## src/rtl/prog_loader_pkg.sv

```systemverilog
// Shared definitions for the program image loader.
// The CHK state exists only when PROG_LOADER_CHECKSUM_EN is defined.
package prog_loader_pkg;

  typedef enum logic [2:0] {
    ST_IDLE  = 3'd0,
    ST_LEN   = 3'd1,
    ST_DATA  = 3'd2,
    ST_WRITE = 3'd3,
`ifdef PROG_LOADER_CHECKSUM_EN
    ST_CHK   = 3'd4,
`endif
    ST_DONE  = 3'd5,
    ST_ERR   = 3'd6
  } state_t;

  localparam int LEN_BYTES  = 4;
  localparam int WORD_BYTES = 4;
  localparam logic [7:0] CHK_INIT = 8'h00;

endpackage

```

## src/rtl/prog_loader_byte_packer.sv

```systemverilog
// Little-endian byte-to-word packer shared by the length field and data words.
// complete is raised combinationally in the cycle the final byte is accepted.
module byte_packer
  import prog_loader_pkg::*;
(
  input  logic        clk,
  input  logic        rst,
  input  logic        clear,
  input  logic        take,
  input  logic [7:0]  data,
  output logic [31:0] word,
  output logic        complete
);

  logic [1:0]  cnt_reg;
  logic [23:0] part_reg;

  always_ff @(posedge clk or negedge rst) begin
    if (!rst) begin
      cnt_reg  <= '0;
      part_reg <= '0;
    end else if (clear) begin
      cnt_reg  <= '0;
      part_reg <= '0;
    end else if (take) begin
      cnt_reg  <= cnt_reg + 2'd1;
      part_reg <= {data, part_reg[23:8]};
    end
  end

  // Earlier bytes sit in the low lanes, so the incoming byte is the top lane.
  assign word     = {data, part_reg};
  assign complete = take && (cnt_reg == 2'(WORD_BYTES - 1));

endmodule

```

## src/rtl/prog_loader.sv

```systemverilog
// Streams a length-prefixed program image into core memory, holding the core in reset.
// Optional trailing XOR checksum byte enabled by defining PROG_LOADER_CHECKSUM_EN.
module prog_loader
  import prog_loader_pkg::*;
#(
  parameter int ADDR_W    = 16,
  parameter int BASE_ADDR = 0
) (
  input  logic              clk,
  input  logic              rst,
  input  logic              start,
  input  logic              in_valid,
  input  logic [7:0]        in_data,
  output logic              in_ready,
  output logic              mem_we,
  output logic [ADDR_W-1:0] mem_addr,
  output logic [31:0]       mem_wdata,
  output logic              core_rst,
  output logic              busy,
  output logic              done,
  output logic              error
);

  localparam longint unsigned CAPACITY = (64'd1 << ADDR_W) - 64'(BASE_ADDR);
  localparam logic [ADDR_W:0] ONE = (ADDR_W + 1)'(1);

  state_t              state_reg, state_next;
  logic [ADDR_W:0]     len_reg;
  logic [ADDR_W:0]     idx_reg;
  logic [ADDR_W-1:0]   mem_addr_reg;
  logic [31:0]         mem_wdata_reg;
  logic                take;
  logic                start_ok;
  logic                pk_take;
  logic [31:0]         pk_word;
  logic                pk_complete;
  logic                len_too_big;
`ifdef PROG_LOADER_CHECKSUM_EN
  logic [7:0]          xor_reg;
`endif

  assign take        = in_valid && in_ready;
  assign start_ok    = start && (state_reg == ST_IDLE || state_reg == ST_DONE || state_reg == ST_ERR);
  assign pk_take     = take && (state_reg == ST_LEN || state_reg == ST_DATA);
  assign len_too_big = 64'(pk_word) > CAPACITY;

  byte_packer u_packer (
    .clk      (clk),
    .rst      (rst),
    .clear    (start_ok),
    .take     (pk_take),
    .data     (in_data),
    .word     (pk_word),
    .complete (pk_complete)
  );

  always_comb begin
    state_next = state_reg;
    case (state_reg)
      ST_IDLE, ST_DONE, ST_ERR: if (start) state_next = ST_LEN;
      ST_LEN: begin
        if (pk_complete) begin
          if (len_too_big) state_next = ST_ERR;
`ifdef PROG_LOADER_CHECKSUM_EN
          else if (pk_word == 32'd0) state_next = ST_CHK;
`else
          else if (pk_word == 32'd0) state_next = ST_DONE;
`endif
          else state_next = ST_DATA;
        end
      end
      ST_DATA: if (pk_complete) state_next = ST_WRITE;
      ST_WRITE: begin
        if ((idx_reg + ONE) < len_reg) state_next = ST_DATA;
`ifdef PROG_LOADER_CHECKSUM_EN
        else state_next = ST_CHK;
`else
        else state_next = ST_DONE;
`endif
      end
`ifdef PROG_LOADER_CHECKSUM_EN
      ST_CHK: if (take) state_next = (in_data == xor_reg) ? ST_DONE : ST_ERR;
`endif
      default: state_next = ST_IDLE;
    endcase
  end

`ifdef PROG_LOADER_CHECKSUM_EN
  assign in_ready = (state_reg == ST_LEN) || (state_reg == ST_DATA) || (state_reg == ST_CHK);
  assign busy     = (state_reg == ST_LEN) || (state_reg == ST_DATA) ||
                    (state_reg == ST_WRITE) || (state_reg == ST_CHK);
`else
  assign in_ready = (state_reg == ST_LEN) || (state_reg == ST_DATA);
  assign busy     = (state_reg == ST_LEN) || (state_reg == ST_DATA) || (state_reg == ST_WRITE);
`endif
  assign mem_we    = (state_reg == ST_WRITE);
  assign done      = (state_reg == ST_DONE);
  assign error     = (state_reg == ST_ERR);
  assign core_rst  = (state_reg != ST_DONE);
  assign mem_addr  = mem_addr_reg;
  assign mem_wdata = mem_wdata_reg;

  always_ff @(posedge clk or negedge rst) begin
    if (!rst) begin
      state_reg     <= ST_IDLE;
      len_reg       <= '0;
      idx_reg       <= '0;
      mem_addr_reg  <= ADDR_W'(BASE_ADDR);
      mem_wdata_reg <= '0;
    end else begin
      state_reg <= state_next;
      if (start_ok) begin
        len_reg <= '0;
        idx_reg <= '0;
      end
      if (state_reg == ST_LEN && pk_complete && !len_too_big)
        len_reg <= pk_word[ADDR_W:0];
      // Address and data are captured on entry to WRITE and then held.
      if (state_reg == ST_DATA && pk_complete) begin
        mem_addr_reg  <= ADDR_W'(BASE_ADDR) + idx_reg[ADDR_W-1:0];
        mem_wdata_reg <= pk_word;
      end
      if (state_reg == ST_WRITE)
        idx_reg <= idx_reg + ONE;
    end
  end

`ifdef PROG_LOADER_CHECKSUM_EN
  always_ff @(posedge clk or negedge rst) begin
    if (!rst)
      xor_reg <= CHK_INIT;
    else if (start_ok)
      xor_reg <= CHK_INIT;
    else if (state_reg == ST_DATA && take)
      xor_reg <= xor_reg ^ in_data;
  end
`endif

endmodule
```

## config.mk

```make
export PLATFORM = sky130hd
export DESIGN_NAME = prog_loader
export DESIGN_NICKNAME = d
export VERILOG_FILES = /design/src/rtl/prog_loader_pkg.sv /design/src/rtl/prog_loader_byte_packer.sv /design/src/rtl/prog_loader.sv
export SDC_FILE = /design/constraint.sdc
export NUM_CORES = 1
export LEC_CHECK = 0
export ABC_AREA = 1
export CAP_MARGIN = 0
export CORE_MARGIN = 4
export CORE_UTILIZATION = 53
export CTS_BUF_LIST = sky130_fd_sc_hd__clkbuf_4 sky130_fd_sc_hd__clkbuf_8
export DETAILED_ROUTE_END_ITERATION = 8
export PLACE_DENSITY_LB_ADDON = 0.15
export SLEW_MARGIN = 20
export SYNTH_ARGS = -nofsm -noshare
export SYNTH_HDL_FRONTEND = slang
export SYNTH_HIERARCHICAL = 1
export SYNTH_SLANG_ARGS = --single-unit
```

## constraint.sdc

```tcl
create_clock -name clk -period 2.1 [get_ports clk]
set_input_delay 0.21 -clock clk [delete_from_list [all_inputs] [get_ports clk]]
set_output_delay 0.21 -clock clk [all_outputs]
set_load 0.05 [all_outputs]
```

==> results.md <==
* Status: finished, violations left
* Violated checks: setup timing
* Worst hold slack at around 0.38 ns
* Internal power at 3.53 mW
* Placed insts at approximately 840
* Root buffer cell: clkbuf_8
* Via count at 4368
* Area delta synth->final at 22.2%
* Crit share post-route at 118%
* Total track usage at about a fifth
* Final setup viols at 3
* Max frequency at around 400 MHz
* Setup TNS at -1.10 ns
* Startpoint Class: flop
* Slew HR at 56.1%
* # DRC at 0
* CTS max path bufs at 2
* Post-synth EDFFs at 0
* Synthesized Nets at 670
* Switching portion of total power at 41.9%
* Nets at 757
* Yosys warning total at 6
* Final setup margin at -0.379 ns
* Synth Cell Area at 5630 um2
* Clock share of power at roughly a fifth
* Pre-antenna DRT Iters at 4
* Worst slack at placement at -0.439 ns
* Crit Path Max Fanout at 3
* Fin Clk Skew at ~0.012 ns
* Reg2Reg Capture Point: state_reg[2]
* Drt initial violations at ~190
* Top post-synthesis cells by area: dfrtp_1, nand2_1, inv_1
* Global-route wire length before repair at between 20 and 25 mm
* Final HPWL from detailed placement at 8.89 mm
* Tightest Pin Transition at 0.659 ns
* Share of post-route cells with drive strength above 1 at 21.2%
* Crit path time final at roughly 2.5 ns
* Via-to-Cell Ratio at 5.04
* Syn Area/Cell at slightly below 9 um2
* Clk Latency, worst-skew pair at 0.40 ns
* Post-synth top cells: nand2_1, dfrtp_1, inv_1, o21ai_0, nor2_1
* Total Routed Length at 12.4 mm
* Register share of total power at about two fifths
* Die Area at 12300 um2
* Clock sink count at around 110
* Max Slew Vio Count at 0
* Final Hold Vio Count at 0
* Global placer's final weighted congestion at 0.858
* Fraction of registers with async set or reset after synthesis at 100%
* Core Area at 10300 um2
* Worst Hold Class: input port to asynchronous set/reset pin
* Max VDD drop at 661 uV
* Num CTS Buffers at 9
* Worst EP arrival at 2.77 ns
* Fillers at 865
* Max-cap violation count at 0
* WP data required at 2.39 ns
* GRT overflow at 0
* Largest net degree at the start of global routing at 87
* I/O Buffers at 65
* Leakage at 3.34 nW
* Logic pwr share at a little under two fifths
* FF-to-FF path depth at 17
* Sequential area share after synthesis at 49.4%
* Number of global-route vias before repair at 4507
* Pwr Total at 6.08 mW
* CP Class: flop to flop
* Clk slew on worst S/H paths at 0.11 ns
* R2r startpoint: idx_reg[1]
* Htree depth at 3
* Antenna diode count at 0
* Mapped Cells at 640
* Initial antenna violation count at 0
* Post-synth top area cell: dfrtp_1
* RSZ-0062 raised after global routing: yes
* Die height at between 100 and 150 um
* Worst R2R Setup Slack at -0.38 ns
* Fin area at 6870 um2
* Count leader, synth: nand2_1
* Unique masters post-synth at 36
* Initial Util at 54.5%
* PD cells at 884 nW/um2
* Number of synthesized register bits at 111
* Share of the synthesized area in the top cell type at 49.4%
* WL/cell at 14.3 um
* Final Non-Filler Cells at 867
* Util after Layout at approximately two thirds
* Antenna-violating nets left at 0
* Number of flip-flops in the largest register at 32
* Std-Cell Rows at 37
* CTS tree: done
* Critical Path End Type: flop
* I/O Pins at 66
* Sw power at approximately 2.5 mW
* Die width at 111 um
* Top_reg_cell synth: dfrtp_1
* Dpl cell area at 6510 um2
worst max path at each step:
stage | slack, ns | to | from
after floorplan | -0.14 | state_reg[0] | idx_reg[0]
after global placement | -0.30 | state_reg[0] | idx_reg[0]
after detailed placement | -0.44 | state_reg[2] | idx_reg[0]
after CTS | -0.31 | state_reg[2] | idx_reg[0]
after global routing | -0.54 | state_reg[2] | idx_reg[1]
final | -0.38 | state_reg[2] | idx_reg[1]
repair_timing:
item / 4_1_cts / 5_1_grt
resized for setup: 13 / 17
pin swaps: 2 / 15
setup endpoints to repair: 4 / 9
buffers inserted: 4 / 3
hold buffers: 1 / 0
cloned: 0 / 0
endpoints found under the hold margin: 46 / 0
cell usage in the layout, fill, tap and decap left out, types with 13 or more instances in the layout:
master / count
buf_4: 43
clkdlybuf4s50_1: 58
dfrtp_1: 111
ha_1: 15
inv_1: 80
nand2_1: 173
nand3_1: 31
nand3_2: 25
nor2_1: 30
o21ai_0: 42
o21ai_2: 13
cells by family (layout without fill, tap and decap cells):
| logic type | Yosys count | after routing | share of synthesized area [%] |
|---|---|---|---|
| compound gates | 79 | 79 | 8.47 |
| xor+xnor | 11 | 11 | 1.71 |
| fa+ha+maj | 18 | 18 | 4.00 |
| buf+inv | 119 | 210 | 10.3 |
| flops | 111 | 111 | 49.4 |
| mux | 10 | 10 | 2.00 |
| simple gates | 292 | 292 | 24.1 |
routing by layer:
| metal | share of wire, % | global-route usage [%] | wire length [um] |
|---|---|---|---|
| met4 | 2.3 | 10.1 | 280 |
| met5 | 0 | 0 | 0 |
| met3 | 3.4 | 4.75 | 418 |
| met1 | 44 | 26.0 | 5390 |
| met2 | 51 | 35.9 | 6280 |
layout make-up:
cell class | instances | area [um2] | share of cell area [%]
Clock inverter | 5 | 40.0 | 0.583
Inverter | 88 | 335 | 4.88
Timing Repair Buffer | 107 | 1000 | 14.6
Multi-Input combinational cell | 410 | 2410 | 35.1
Sequential cell | 111 | 2780 | 40.4
Clock buffer | 10 | 138 | 2.00
Tap cell | 136 | 170 | 2.48
power by group through the flow:
stage               logic, mW  registers [mW]  clock network, mW
floorplan                1.71            2.59                  0
global placement         2.21            2.56                  0
detailed placement       2.27            2.58                  0
CTS                      2.29            2.53               1.25
global route             2.57            2.56               1.32
finish                   2.33            2.53               1.21
worst max-delay path, stage by stage (launching register included):
cell and delay (ns):
dfrtp_1 0.37, ha_2 0.19, nand2_2 0.07, nor2_4 0.15, nand2_4 0.09, nor2_4 0.15, nand2_2 0.08, xnor2_2 0.15
ha_1 0.32, a21o_1 0.17, nor2_1 0.10, nand2_1 0.08, nor2_2 0.14, nand2_1 0.08, nand2_2 0.07, nand2_1 0.06
nand2_1 0.06, nand2_1 0.05
(Power assumes the default switching activity.)
